File: config.mk
export PLATFORM = sky130hd
export DESIGN_NAME = pc_sequencer
export DESIGN_NICKNAME = d
export VERILOG_FILES = /design/src/rtl/mips_pkg.sv /design/src/rtl/jump_target_gen.sv /design/src/rtl/pc_sequencer.sv
export SDC_FILE = /design/constraint.sdc
export NUM_CORES = 1
export LEC_CHECK = 0
export ABC_CLOCK_PERIOD_IN_PS = 7600
export CAP_MARGIN = 30
export CORE_ASPECT_RATIO = 0.6
export CORE_UTILIZATION = 30
export DETAILED_ROUTE_END_ITERATION = 8
export GPL_TIMING_DRIVEN = 1
export PLACE_DENSITY = 0.56
export SETUP_SLACK_MARGIN = 0.02
export SLEW_MARGIN = 25
export SYNTH_ARGS = -nofsm -noshare
export SYNTH_HDL_FRONTEND = slang
export SYNTH_SLANG_ARGS = --single-unit
export TNS_END_PERCENT = 100
File: constraint.sdc
create_clock -name clk -period 7.6 [get_ports clk]
set_clock_uncertainty 0.1 [all_clocks]
set_input_delay 0.76 -clock clk [delete_from_list [all_inputs] [get_ports clk]]
set_output_delay 0.76 -clock clk [all_outputs]
set_load 0.05 [all_outputs]
File: src/rtl/mips_pkg.sv
// Shared types and constants for the MIPS front-end fetch sequencer.
// Holds the sequencer state encoding, redirect type codes and the default boot address.
package mips_pkg;

    localparam logic [31:0] DEFAULT_RESET_PC = 32'h0000_3000;

    typedef enum logic [1:0] {
        S_BOOT = 2'b00,
        S_RUN  = 2'b01,
        S_HOLD = 2'b10
    } pc_state_e;

    typedef enum logic [1:0] {
        REDIR_J    = 2'b00,
        REDIR_JR   = 2'b01,
        REDIR_BR   = 2'b10,
        REDIR_NONE = 2'b11
    } redir_type_e;

endpackage

File: src/rtl/jump_target_gen.sv
// Combinational redirect target generator for J/JAL, JR and PC-relative branches.
// Also flags misaligned JR targets and the reserved redirect type.
module jump_target_gen
    import mips_pkg::*;
(
    input  logic [1:0]  redir_type,
    input  logic [25:0] redir_index,
    input  logic [31:0] redir_reg,
    input  logic [15:0] redir_off,
    input  logic [31:0] redir_npc,
    output logic [31:0] target,
    output logic        type_valid,
    output logic        jr_misaligned
);

    // Branch offsets are word counts, so sign-extend and scale by four; overflow wraps.
    always_comb begin
        target        = 32'h0;
        type_valid    = 1'b1;
        jr_misaligned = 1'b0;
        case (redir_type_e'(redir_type))
            REDIR_J:  target = {redir_npc[31:28], redir_index, 2'b00};
            REDIR_JR: begin
                target        = redir_reg;
                jr_misaligned = (redir_reg[1:0] != 2'b00);
            end
            REDIR_BR: target = redir_npc + {{14{redir_off[15]}}, redir_off, 2'b00};
            default:  type_valid = 1'b0;
        endcase
    end

endmodule

File: src/rtl/pc_sequencer.sv
// Fetch PC sequencer: boots to RESET_PC, steps by four, and applies decode redirects,
// parking a redirect in a one-entry buffer while instruction memory is not ready.
module pc_sequencer
    import mips_pkg::*;
#(
    parameter logic [31:0] RESET_PC = DEFAULT_RESET_PC
) (
    input  logic        clk,
    input  logic        rst_n,
    input  logic        stall,
    input  logic        if_ready,
    input  logic        redir_valid,
    input  logic [1:0]  redir_type,
    input  logic [25:0] redir_index,
    input  logic [31:0] redir_reg,
    input  logic [15:0] redir_off,
    input  logic [31:0] redir_npc,
    output logic        fetch_valid,
    output logic [31:0] pc,
    output logic [31:0] npc,
    output logic [31:0] link,
    output logic        misalign
);

    pc_state_e   state;
    logic [31:0] target_buf;
    logic [31:0] target;
    logic        type_valid;
    logic        jr_misaligned;
    logic        redir_req;

    jump_target_gen u_target_gen (
        .redir_type    (redir_type),
        .redir_index   (redir_index),
        .redir_reg     (redir_reg),
        .redir_off     (redir_off),
        .redir_npc     (redir_npc),
        .target        (target),
        .type_valid    (type_valid),
        .jr_misaligned (jr_misaligned)
    );

    assign redir_req = redir_valid && type_valid;
    assign npc       = pc + 32'd4;
    assign link      = redir_npc + 32'd4;

    // Redirects outrank both stall and sequential stepping; a rejected JR freezes the PC.
    always_ff @(posedge clk or negedge rst_n) begin
        if (!rst_n) begin
            state       <= S_BOOT;
            pc          <= RESET_PC;
            fetch_valid <= 1'b0;
            misalign    <= 1'b0;
            target_buf  <= 32'h0;
        end else begin
            misalign <= 1'b0;
            case (state)
                S_BOOT: begin
                    state       <= S_RUN;
                    pc          <= RESET_PC;
                    fetch_valid <= 1'b1;
                end
                S_RUN: begin
                    if (redir_req && jr_misaligned) begin
                        misalign <= 1'b1;
                    end else if (redir_req) begin
                        if (if_ready) begin
                            pc <= target;
                        end else begin
                            target_buf <= target;
                            state      <= S_HOLD;
                        end
                    end else if (if_ready && !stall) begin
                        pc <= pc + 32'd4;
                    end
                end
                S_HOLD: begin
                    if (if_ready) begin
                        pc    <= target_buf;
                        state <= S_RUN;
                    end
                end
                default: begin
                    state       <= S_BOOT;
                    fetch_valid <= 1'b0;
                end
            endcase
        end
    end

endmodule

==> results of run 1 <==
-- metal layers --
metal  up-vias  part of all wire (%)  track usage [%]
met2       299                    39             31.4
met3        17                   9.2             5.82
met5         -                     0                0
met4         0                  0.82             3.44
met1      3190                    51             34.4
li1       3283                     -                -
-- kinds of logic after synthesis --
group / synth area share [%]
adders and majority gates: 7.22
buffers and inverters: 4.91
and+or+nand+nor: 20.8
AOI/OAI and AO/OA: 26.0
muxes: 3.33
xor gates and xnor gates: 10.9
DFF: 26.9
-- registers in the layout (all words and copies together) (netlist names) --
register and flops:
misalign 1, pc 32, state 2, fetch_valid 1
target_buf 32
-- area by class of cell --
| cell class | count | area [sq um] |
|---|---|---|
| Clock buffer | 12 | 256 |
| Inverter | 21 | 78.8 |
| Sequential cell | 68 | 1700 |
| Fill cell | 2037 | 11400 |
| Multi-Input combinational cell | 669 | 4330 |
| Tap cell | 273 | 342 |
| Clock inverter | 2 | 35.0 |
| Timing Repair Buffer | 219 | 2180 |
-- per-stage QoR --
step / power (mW) / worst slack, ns / std cells / hold WS, ns
CTS: 2.64 / 2.50 / 1263 / 0.381
finish: 2.64 / 2.53 / 1264 / 0.286
detailed placement: 2.21 / 2.52 / 1249 / 0.368
global placement: 2.21 / 2.56 / 1249 / 0.362
global route: 2.78 / 2.25 / 1264 / 0.299
floorplan: 1.68 / 3.77 / 804 / 0.345
-- power breakdown --
| group | switching, mW | internal [mW] | leakage, nW |
|---|---|---|---|
| clock | 0.153 | 0.268 | 0.145 |
| combinational | 1.04 | 0.532 | 2.55 |
| sequential | 0.142 | 0.509 | 0.891 |
-- worst register-to-register path, stage by stage (launching register included) --
cell and delay (ns):
sky130_fd_sc_hd__dfrtp_1 0.40, sky130_fd_sc_hd__inv_1 0.08, sky130_fd_sc_hd__ha_2 0.45, sky130_fd_sc_hd__nor2b_1 0.32, sky130_fd_sc_hd__a211oi_4 0.49, sky130_fd_sc_hd__nand2_1 0.57, sky130_fd_sc_hd__a221oi_1 0.40, sky130_fd_sc_hd__o21a_1 0.17
sky130_fd_sc_hd__a21oi_1 0.04
-- worst max-delay path by stage --
| stage | from | slack (ns) | cells past startpoint | endpoint |
|---|---|---|---|---|
| after detailed placement | redir_npc[4] | 2.52 | 11 | link[31] |
| final | redir_npc[4] | 2.53 | 11 | link[31] |
| after global routing | redir_npc[4] | 2.25 | 11 | link[31] |
| after global placement | redir_npc[4] | 2.56 | 11 | link[31] |
| after CTS | redir_npc[4] | 2.50 | 11 | link[31] |
| after floorplan | redir_npc[4] | 3.77 | 9 | link[29] |
-- Yosys cell counts (6+ instances only) --
cell,number
sky130_fd_sc_hd__a31oi_1,8
sky130_fd_sc_hd__a22o_1,7
sky130_fd_sc_hd__xor2_1,28
sky130_fd_sc_hd__a21oi_1,62
sky130_fd_sc_hd__a22oi_1,17
sky130_fd_sc_hd__nand4_1,14
sky130_fd_sc_hd__and3_1,9
sky130_fd_sc_hd__mux2_2,9
sky130_fd_sc_hd__nor2_1,64
sky130_fd_sc_hd__a21o_1,14
sky130_fd_sc_hd__a222oi_1,6
sky130_fd_sc_hd__inv_1,20
sky130_fd_sc_hd__and2_1,7
sky130_fd_sc_hd__nand3_1,34
sky130_fd_sc_hd__clkbuf_1,29
sky130_fd_sc_hd__o21a_1,9
sky130_fd_sc_hd__xnor2_1,49
sky130_fd_sc_hd__buf_2,7
sky130_fd_sc_hd__mux2i_1,11
sky130_fd_sc_hd__nand2_1,107
sky130_fd_sc_hd__nor3_1,8
sky130_fd_sc_hd__nor2b_1,7
sky130_fd_sc_hd__o21ai_0,77
sky130_fd_sc_hd__ha_1,35
sky130_fd_sc_hd__dfrtp_1,66
sky130_fd_sc_hd__a221oi_1,8
sky130_fd_sc_hd__a211oi_1,6
==> parameters.txt, run 1 <==
Parameter                              Value

Outcome
  Status ... complete, no violations

Critical path
  CP Class ... input pin to primary output
  Slowest cell on crit path ... sky130_fd_sc_hd__clkdlybuf4s50_1
  Launch point of the worst reg-to-reg path ... state[0]$_DFFE_PN0P_
  Data required time at the worst endpoint ... between 6 and 7 ns
  CP Launch Type ... input pin
  Largest delay contributor family on the critical path ... simple AND/OR/NAND/NOR gates
  Depth of the worst register-to-register path ... 8
  CP Capture Type ... primary output
  FF-to-FF End ... pc[12]$_DFFE_PN1P_
  Worst endpoint data arrival time ... roughly 4.2 ns
  Buffer and inverter count on the worst path ... 2
  CP max FO ... 5
  R2R Setup Slk ... around 4.5 ns
  Chain of cells forming the critical path ... clkdlybuf4s50_1 -> and3_1 -> and3_1 -> nand3_1 -> or2_2 -> nor2_1 -> nand2_1 -> nor2_1 -> nand3_1 -> xnor2_1 -> clkdlybuf4s50_1
  Critical path's largest stage delay ... around 0.84 ns

STA
  Final count of hold timing violations ... 0
  RSZ-0062 raised after global routing ... false
  Relative slew slack ... about 40%
  Tcrit/Tclk final ... 66.7%
  Final slew viol count ... 0
  Final-report setup violation count ... 0
  Slew at the pin with the worst max-slew slack ... slightly above 0.9 ns
  Setup_tns ... 0 ns
  Min Clock Period, post-route ... slightly above 5 ns
  Fmax achieved ... 197 MHz

Synth
  Unique cell type count in the Yosys netlist ... 71
  Post-synth top flop ... sky130_fd_sc_hd__dfrtp_1
  Instance count of the mapped netlist ... about 800
  Area fraction of the dominant cell type after synthesis ... a little over a quarter
  Main area contributors after synthesis ... sky130_fd_sc_hd__dfrtp_1 (26%), sky130_fd_sc_hd__ha_1 (6.9%), sky130_fd_sc_hd__xnor2_1 (6.8%)
  Synthesized cell area ... 6340 sq um
  Average size of a mapped cell ... about 8 sq um
  Synthesis Warnings ... 0
  Number of flops mapped to enable cells by yosys ... 0
  Flops & latches, synth ... 68
  Sequential area share after synthesis ... between 20% and 30%
  Share of synthesized flip-flops with an asynchronous set or reset ... 100%
  Largest area contributor in the synthesized netlist ... sky130_fd_sc_hd__dfrtp_1
  Mapped Nets ... roughly 950

CTS
  TritonCTS clock tree ... done
  Clock sinks ... 68
  Post-cts hold buffer count ... 0
  Post-CTS Setup Repair Bufs ... 0
  Root buffer cell ... sky130_fd_sc_hd__clkbuf_16
  Htree depth ... 3
  Number of buffers created by CTS ... 9
  Bufs on Longest Clock Path ... 2
  Worst-path clk slew ... approximately 0.050 ns
  Clock latency on the worst-skew pair ... 0.33 ns
  Post-CTS sizing ... 0

Drt
  Sum of routed wire length over all layers ... about 25000 um
  Wire length per cell ... 19.4 um
  Violation count after the first detailed-route iteration ... a little under 600
  Via density per instance ... around 5.4
  # DRC ... 0
  Number of nets with antenna violations after routing ... 0
  Detailed Routing Iterations Pass 1 ... 6
  Count of vias placed by the detailed router ... 6789

Place
  Cell Area, Placed ... ~8600 sq um
  Port Buf Inserts ... 210
  Global placer's final weighted congestion ... between 0.8 and 0.9
  Hpwl dp ... approximately 19000 um

Global routing
  Number of antenna violations at the first check in global routing ... 0
  Global routing usage summed across all routing layers ... between 20 and 25%
  Overflow left after global routing ... 0
  First-pass GRT wire length ... around 37000 um
  Largest net degree at the start of global routing ... roughly 70
  Via count of the first global-routing pass ... ~6400

Finish
  Antenna diode instance count ... 0
  Number of nets in the layout ... 1137
  Area growth, synth to finish ... 40.8%
  Util after Layout ... a little over two fifths
  Post-route cell area ... 8930 sq um
  Leading cell types in the layout, fill and taps excluded ... sky130_fd_sc_hd__clkdlybuf4s50_1 (209), sky130_fd_sc_hd__nand2_1 (107), sky130_fd_sc_hd__o21ai_0 (77), sky130_fd_sc_hd__dfrtp_1 (66), sky130_fd_sc_hd__nor2_1 (64)
  Most common cell after layout, fill and taps aside ... sky130_fd_sc_hd__clkdlybuf4s50_1
  Fraction of final layout cells with drive strength greater than 1 ... under 10%

Floorplan
  Die boundary height ... approximately 110 um
  Total number of placement rows ... 40
  Placeable Area ... 20400 sq um
  Die area ... 21700 sq um
  Initial cell density of the core ... 31.1%
  Top Ports ... between 200 and 250
  Chip Width ... between 150 and 200 um

Job
  Maxcap violations ... 0

Pwr
  IR Drop Worst-Case VDD ... slightly below 200 uV
  Leakage power ... roughly 3.6 nW
  Power per unit of standard cell area ... 296 nW/um^2

Min path
  Hold crit path type ... input pin to async pin
Note: power is estimated with default switching activity, not from simulation.
==> run 2: changes to the inputs <==
ABC_CLOCK_PERIOD_IN_PS = 5200   (was 7600)
clock period = 5.2 ns   (was 7.6 ns; I/O delays follow)
==> run 2 against run 1 <==
Combinational power grew 48%. Critical endpoint unchanged. Register-to-register slack lost 2.3 ns. Design area is essentially flat. Wire length shrank 0.57%. Die area is the same. Hold slack lost 0.11 ns. Non-clock buffer count grew 6. Final cell count grew 0.63%. Global-route usage grew 0.15 points. Core utilization is essentially flat. Highest routed layer unchanged. Largest power group unchanged.
==> parameters.txt, run 2 (same netlist as run 1, synthesis figures left out) <==
Parameter                              Value

Finish
  Most common cell after layout, fill and taps aside ... sky130_fd_sc_hd__clkdlybuf4s50_1
  Fraction of final layout cells with drive strength greater than 1 ... 6.11% (+0.46 points)
  Fill cells ... 2087 (+2.5%)
  Leading cell types in the layout, fill and taps excluded ... sky130_fd_sc_hd__clkdlybuf4s50_1 (209), sky130_fd_sc_hd__nand2_1 (107), sky130_fd_sc_hd__o21ai_0 (77), sky130_fd_sc_hd__dfrtp_1 (66), sky130_fd_sc_hd__nor2_1 (64)
  Area used by multi-input combinational logic ... 4330 sq um (unchanged)
  Number of nets in the layout ... 1143 (+0.53%)
  Non-filler cells in the finished layout ... 1272 (+0.63%)
  Top Registers ... pc x32, target_buf x32, state x2
  Area growth, synth to finish ... 40.8% (about the same)
  Register area ... 1700 sq um (unchanged)
  Antenna diode instance count ... 0 (unchanged)

CTS
  Post-CTS sizing ... 0 (unchanged)
  Post-cts hold buffer count ... 0 (unchanged)
  Htree depth ... 3 (unchanged)
  TritonCTS clock tree ... done
  Root buffer cell ... sky130_fd_sc_hd__clkbuf_16
  Post-CTS Setup Repair Bufs ... 0 (unchanged)
  Clock sinks ... 68 (unchanged)
  Number of buffers created by CTS ... 9 (unchanged)
  Bufs on Longest Clock Path ... 2 (unchanged)
  Worst-path clk slew ... 0.06 ns (about the same)
  Clock latency on the worst-skew pair ... 0.34 ns (about the same)

Global routing
  Largest net degree at the start of global routing ... 69 (unchanged)
  Overflow left after global routing ... 0 (unchanged)
  Via count of the first global-routing pass ... 6393 (-0.45%)
  Global routing usage summed across all routing layers ... 22.6% (+0.15 points)
  First-pass GRT wire length ... 37400 um (+0.18%)
  Number of antenna violations at the first check in global routing ... 0 (unchanged)

STA
  Slew at the pin with the worst max-slew slack ... 0.826 ns (-0.0813 ns)
  Final slew viol count ... 0 (unchanged)
  Min Clock Period, post-route ... around 4.6 ns
  Final-report setup violation count ... 0 (unchanged)
  Final count of hold timing violations ... 0 (unchanged)
  Fmax achieved ... between 200 and 250 MHz
  Setup_tns ... 0 ns (unchanged)
  Relative slew slack ... 44.9% (+5.7 points)
  RSZ-0062 raised after global routing ... false
  Tcrit/Tclk final ... 88.9%

Drt
  # DRC ... 0 (unchanged)
  Detailed Routing Iterations Pass 1 ... 5 (-1)
  Via density per instance ... 5.37 (about the same)
  Violation count after the first detailed-route iteration ... 558 (-4.6%)
  Sum of routed wire length over all layers ... 24400 um (-0.57%)
  Number of nets with antenna violations after routing ... 0 (unchanged)
  Count of vias placed by the detailed router ... 6826 (+0.54%)
  Wire length per cell ... 19.2 um (-1.2%)

Floorplan
  Placeable Area ... 20400 sq um (unchanged)
  Die boundary height ... 115 um (unchanged)
  Top Ports ... 211 (unchanged)
  Die area ... 21700 sq um (unchanged)
  Total number of placement rows ... 40 (unchanged)
  Chip Width ... 190 um (unchanged)
  Initial cell density of the core ... 31.1% (unchanged)

Critical path
  R2R Setup Slk ... 2.20 ns (-2.31 ns)
  Largest delay contributor family on the critical path ... simple AND/OR/NAND/NOR gates
  Slowest cell on crit path ... sky130_fd_sc_hd__clkdlybuf4s50_1
  FF-to-FF End ... pc[14]$_DFFE_PN0P_
  CP max FO ... 5 (unchanged)
  Depth of the worst register-to-register path ... 7 (-1)
  Critical path's largest stage delay ... 0.83 ns (about the same)
  CP Class ... input pin to primary output
  Worst endpoint data arrival time ... 4.00 ns (-0.21 ns)
  Buffer and inverter count on the worst path ... 2 (unchanged)
  CP Capture Type ... primary output
  Chain of cells forming the critical path ... clkdlybuf4s50_1 -> and3_1 -> and3_1 -> nand3_1 -> or2_2 -> nor2_1 -> nand2_1 -> nor2_1 -> nand3_1 -> xnor2_1 -> clkdlybuf4s50_1
  Data required time at the worst endpoint ... 4.58 ns (-2.16 ns)
  Launch point of the worst reg-to-reg path ... state[0]$_DFFE_PN0P_
  Stages on the worst setup path ... 11 (unchanged)
  CP startpoint ... redir_npc[4]
  Setup crit end ... link[31]
  CP Launch Type ... input pin

Pwr
  IR Drop Worst-Case VDD ... 343 uV (+74%)
  Internal cell power ... 1.87 mW (+43%)
  Switching part of the total ... 51.2% (+0.78 points)
  Relative contribution of the clock network to total power ... 14.7% (-1.2 points)
  Switching power summed over all nets ... 1.97 mW (+48%)
  Part of the power in combinational logic ... 60.5% (+1.1 points)
  Leakage power ... 3.59 nW (+0.23%)
  Power per unit of standard cell area ... 430 nW/um^2 (+45%)
  Sequential share of power ... 24.8% (+0.2 points)

Place
  Port Buf Inserts ... 210 (unchanged)
  Inst Count DP ... 1256 (+0.56%)
  Global placer's final weighted congestion ... 0.874 (-1.8%)
  Hpwl dp ... 19100 um (-0.15%)

Min path
  Hold crit path type ... input pin to async pin

Job
  Maxcap violations ... 0 (unchanged)

Outcome
  Status ... complete, no violations
## run 2: cell type report
| class | instances | share of cell area [%] |
|---|---|---|
| flip-flops and latches | 68 | 19.1 |
| clock buffers | 14 | 2.84 |
| multi-input cells | 669 | 48.5 |
| inverters | 21 | 0.883 |
| repair buffers | 225 | 24.8 |
| clock inverters | 2 | 0.112 |
| well taps | 273 | 3.83 |
## run 2: worst min path at each step
stage	endpoint	slack, ns	depth (start not counted)
3_5_place_dp	target_buf[4]$_DFFE_PN0P_	0.36	2
3_3_place_gp	target_buf[17]$_DFFE_PN0P_	0.36	2
4_1_cts	pc[8]$_DFFE_PN0P_	0.34	2
6_report	pc[8]$_DFFE_PN0P_	0.18	2
5_1_grt	pc[8]$_DFFE_PN0P_	0.24	2
2_1_floorplan	fetch_valid$_DFFE_PN0N_	0.12	0
## run 2: power groups by stage
stage                     sequential (mW)  clock [mW]  combinational (mW)
after floorplan                      1.20           0                1.25
after global placement              0.946           0                2.30
after detailed placement            0.952           0                2.31
after CTS                           0.946       0.569                2.32
after global routing                0.983       0.593                2.48
final                               0.952       0.564                2.32
## run 2: per-stage QoR
step	utilization (%)	power [mW]	hold slack, ns	instance area (sq um)	setup WS [ns]
finish	43.8	3.84	0.178	8930	0.576
global route	43.8	4.06	0.243	8930	0.301
CTS	43.8	3.84	0.345	8930	0.570
detailed placement	42.5	3.26	0.364	8660	0.592
global placement	42.5	3.25	0.363	8660	0.637
floorplan	-	2.45	0.124	6340	1.85
## run 2: layer usage
metal	up-vias	track usage, %	share of wire (%)
met5	-	0	0
met4	0	3.82	1.0
met3	19	4.90	7.7
met2	269	31.6	39
met1	3241	35.1	52
li1	3297	-	-
==> run 3: changes to the inputs <==
CTS_BUF_LIST = sky130_fd_sc_hd__clkbuf_8   (was default)
==> run 3 against run 2 <==
Clock power shrank 33%. Largest cell class unchanged. Core utilization fell by 0.38 points. Design area fell by 0.87%. Combinational power hardly changed. Largest power group unchanged. First-iteration DRC count fell by 15%. Sequential power down 0.5%. Die area stayed put. Maximum frequency up 1.1%. Wire length decreased by 0.57%.
==> parameters.txt, run 3 (same netlist as run 1, synthesis figures left out) <==
Parameter                              Value

STA
  RSZ-0062 raised after global routing ... false
  Fmax achieved ... 219 MHz (+1.1%)
  Slew at the pin with the worst max-slew slack ... 0.818 ns (-0.00832 ns)
  Final slew viol count ... 0 (unchanged)
  Tcrit/Tclk final ... 87.9% (-0.99 points)
  Minimum setup slack in the final design ... 0.628 ns (+0.0516 ns)
  Setup_tns ... 0 ns (unchanged)
  Final-report setup violation count ... 0 (unchanged)
  Min Clock Period, post-route ... 4.57 ns (-0.0516 ns)
  Relative slew slack ... 45.5% (+0.55 points)
  Final count of hold timing violations ... 0 (unchanged)

CTS
  Post-cts hold buffer count ... 0 (unchanged)
  Bufs on Longest Clock Path ... 2 (unchanged)
  Clock latency on the worst-skew pair ... 0.35 ns (about the same)
  Root buffer cell ... sky130_fd_sc_hd__clkbuf_8
  Post-CTS Setup Repair Bufs ... 0 (unchanged)
  Number of buffers created by CTS ... 9 (unchanged)
  Worst-path clk slew ... 0.08 ns (+0.02 ns)
  Clock sinks ... 68 (unchanged)
  TritonCTS clock tree ... done
  Post-CTS sizing ... 0 (unchanged)
  Htree depth ... 3 (unchanged)

Floorplan
  Chip Width ... 190 um (unchanged)
  Initial cell density of the core ... 31.1% (unchanged)
  Placeable Area ... 20400 sq um (unchanged)
  Top Ports ... 211 (unchanged)
  Total number of placement rows ... 40 (unchanged)
  Die area ... 21700 sq um (unchanged)
  Die boundary height ... 115 um (unchanged)

Min path
  Hold crit path type ... input pin to async pin

Critical path
  CP Capture Type ... primary output
  CP Class ... input pin to primary output
  Worst endpoint data arrival time ... 3.95 ns (-0.05 ns)
  CP max FO ... 5 (unchanged)
  Slowest cell on crit path ... sky130_fd_sc_hd__clkdlybuf4s50_1
  Largest delay contributor family on the critical path ... simple AND/OR/NAND/NOR gates
  Data required time at the worst endpoint ... 4.58 ns (about the same)
  CP Launch Type ... input pin
  Buffer and inverter count on the worst path ... 2 (unchanged)
  Critical path's largest stage delay ... 0.83 ns (about the same)
  Chain of cells forming the critical path ... clkdlybuf4s50_1 -> and3_1 -> and3_1 -> nand3_1 -> or2_2 -> nor2_1 -> nand2_1 -> nor2_1 -> nand3_1 -> xnor2_1 -> clkdlybuf4s50_1

Finish
  Number of nets in the layout ... 1144 (+0.087%)
  Antenna diode instance count ... 0 (unchanged)
  Fraction of final layout cells with drive strength greater than 1 ... 6.20% (+0.094 points)
  Leading cell types in the layout, fill and taps excluded ... sky130_fd_sc_hd__clkdlybuf4s50_1 (209), sky130_fd_sc_hd__nand2_1 (107), sky130_fd_sc_hd__o21ai_0 (77), sky130_fd_sc_hd__dfrtp_1 (66), sky130_fd_sc_hd__nor2_1 (64)
  Most common cell after layout, fill and taps aside ... sky130_fd_sc_hd__clkdlybuf4s50_1
  Top Registers ... pc x32, target_buf x32, state x2
  Area growth, synth to finish ... 39.6%

Pwr
  Switching part of the total ... 53.0% (+1.7 points)
  Power per unit of standard cell area ... 412 nW/um^2 (-4.2%)
  Internal cell power ... 1.72 mW (-8.4%)
  Part of the power in combinational logic ... 63.6% (+3.1 points)
  Sequential share of power ... 26.0% (+1.2 points)
  IR Drop Worst-Case VDD ... 341 uV (-0.45%)
  Relative contribution of the clock network to total power ... 10.4% (-4.3 points)
  Switching power summed over all nets ... 1.93 mW (-1.8%)
  Leakage power ... 3.57 nW (-0.51%)

Job
  Maxcap violations ... 0 (unchanged)

Drt
  Sum of routed wire length over all layers ... 24300 um (-0.57%)
  Wire length per cell ... 19.1 um (-0.65%)
  Via density per instance ... 5.31 (-1.1%)
  Detailed Routing Iterations Pass 1 ... 5 (unchanged)
  Count of vias placed by the detailed router ... 6757 (-1.0%)
  Violation count after the first detailed-route iteration ... 476 (-15%)
  # DRC ... 0 (unchanged)
  Number of nets with antenna violations after routing ... 0 (unchanged)

Outcome
  Status ... complete, no violations

Global routing
  First-pass GRT wire length ... 37300 um (-0.44%)
  Number of antenna violations at the first check in global routing ... 0 (unchanged)
  Overflow left after global routing ... 0 (unchanged)
  Largest net degree at the start of global routing ... 69 (unchanged)
  Via count of the first global-routing pass ... 6360 (-0.52%)
  Global routing usage summed across all routing layers ... 22.5% (-0.12 points)

Place
  Global placer's final weighted congestion ... 0.874 (unchanged)
  Minimum setup slack after placement ... 0.592 ns (unchanged)
  Port Buf Inserts ... 210 (unchanged)
  Hpwl dp ... 19100 um (unchanged)
[run 3: cell count changes in the layout (fill, tap and decap cells not counted)]
cell,change
sky130_fd_sc_hd__clkbuf_16,-9
sky130_fd_sc_hd__clkbuf_1,-4
sky130_fd_sc_hd__clkbuf_8,+9
sky130_fd_sc_hd__buf_4,+1
sky130_fd_sc_hd__inv_1,+4
sky130_fd_sc_hd__buf_6,-1
sky130_fd_sc_hd__buf_16,+1
[run 3: per-stage QoR]
stage / hold WS (ns) / instance area (sq um) / utilization (%) / total power [mW] / cells
global placement: 0.363 / 8660 / 42.5 / 3.25 / 1256
global route: 0.0268 / 8850 / 43.5 / 3.88 / 1273
finish: 0.0319 / 8850 / 43.5 / 3.65 / 1273
detailed placement: 0.364 / 8660 / 42.5 / 3.26 / 1256
floorplan: 0.124 / 6340 / - / 2.45 / 804
CTS: 0.316 / 8820 / 43.3 / 3.66 / 1272
[run 3: final timing paths]
check	cells past startpoint	endpoint	slack [ns]	start
hold reg to reg	1	target_buf[26]$_DFFE_PN0P_	0.38	target_buf[26]$_DFFE_PN0P_
max in group asynchronous	3	target_buf[30]$_DFFE_PN0P_	4.39	rst_n
hold / removal	2	target_buf[5]$_DFFE_PN0P_	0.03	rst_n
setup / recovery	11	link[31]	0.63	redir_npc[4]
setup reg to reg	7	pc[14]$_DFFE_PN0P_	2.23	state[0]$_DFFE_PN0P_
min in group clk	1	target_buf[26]$_DFFE_PN0P_	0.38	target_buf[26]$_DFFE_PN0P_
[run 3: power groups by stage]
stage	clock, mW	sequential, mW	combinational, mW
CTS	0.392	0.944	2.32
finish	0.380	0.947	2.32
global placement	0	0.946	2.30
detailed placement	0	0.952	2.31
floorplan	0	1.20	1.25
global route	0.417	0.981	2.48
[run 3: cell type report]
class	instances	area, sq um
clock buffer	10	138
clock inverter	6	25.0
fill	2098	11500
inverter	21	78.8
multi-input combinational	669	4330
sequential	68	1700
tap	273	342
timing repair buffer	226	2240
[run 3: layer usage]
metal | vias to the layer above | global-route usage, % | part of all wire (%)
met5 | - | 0 | 0
met4 | 0 | 3.71 | 1.0
met3 | 15 | 4.57 | 7.8
met2 | 260 | 31.3 | 39
met1 | 3185 | 35.2 | 52
li1 | 3297 | - | -
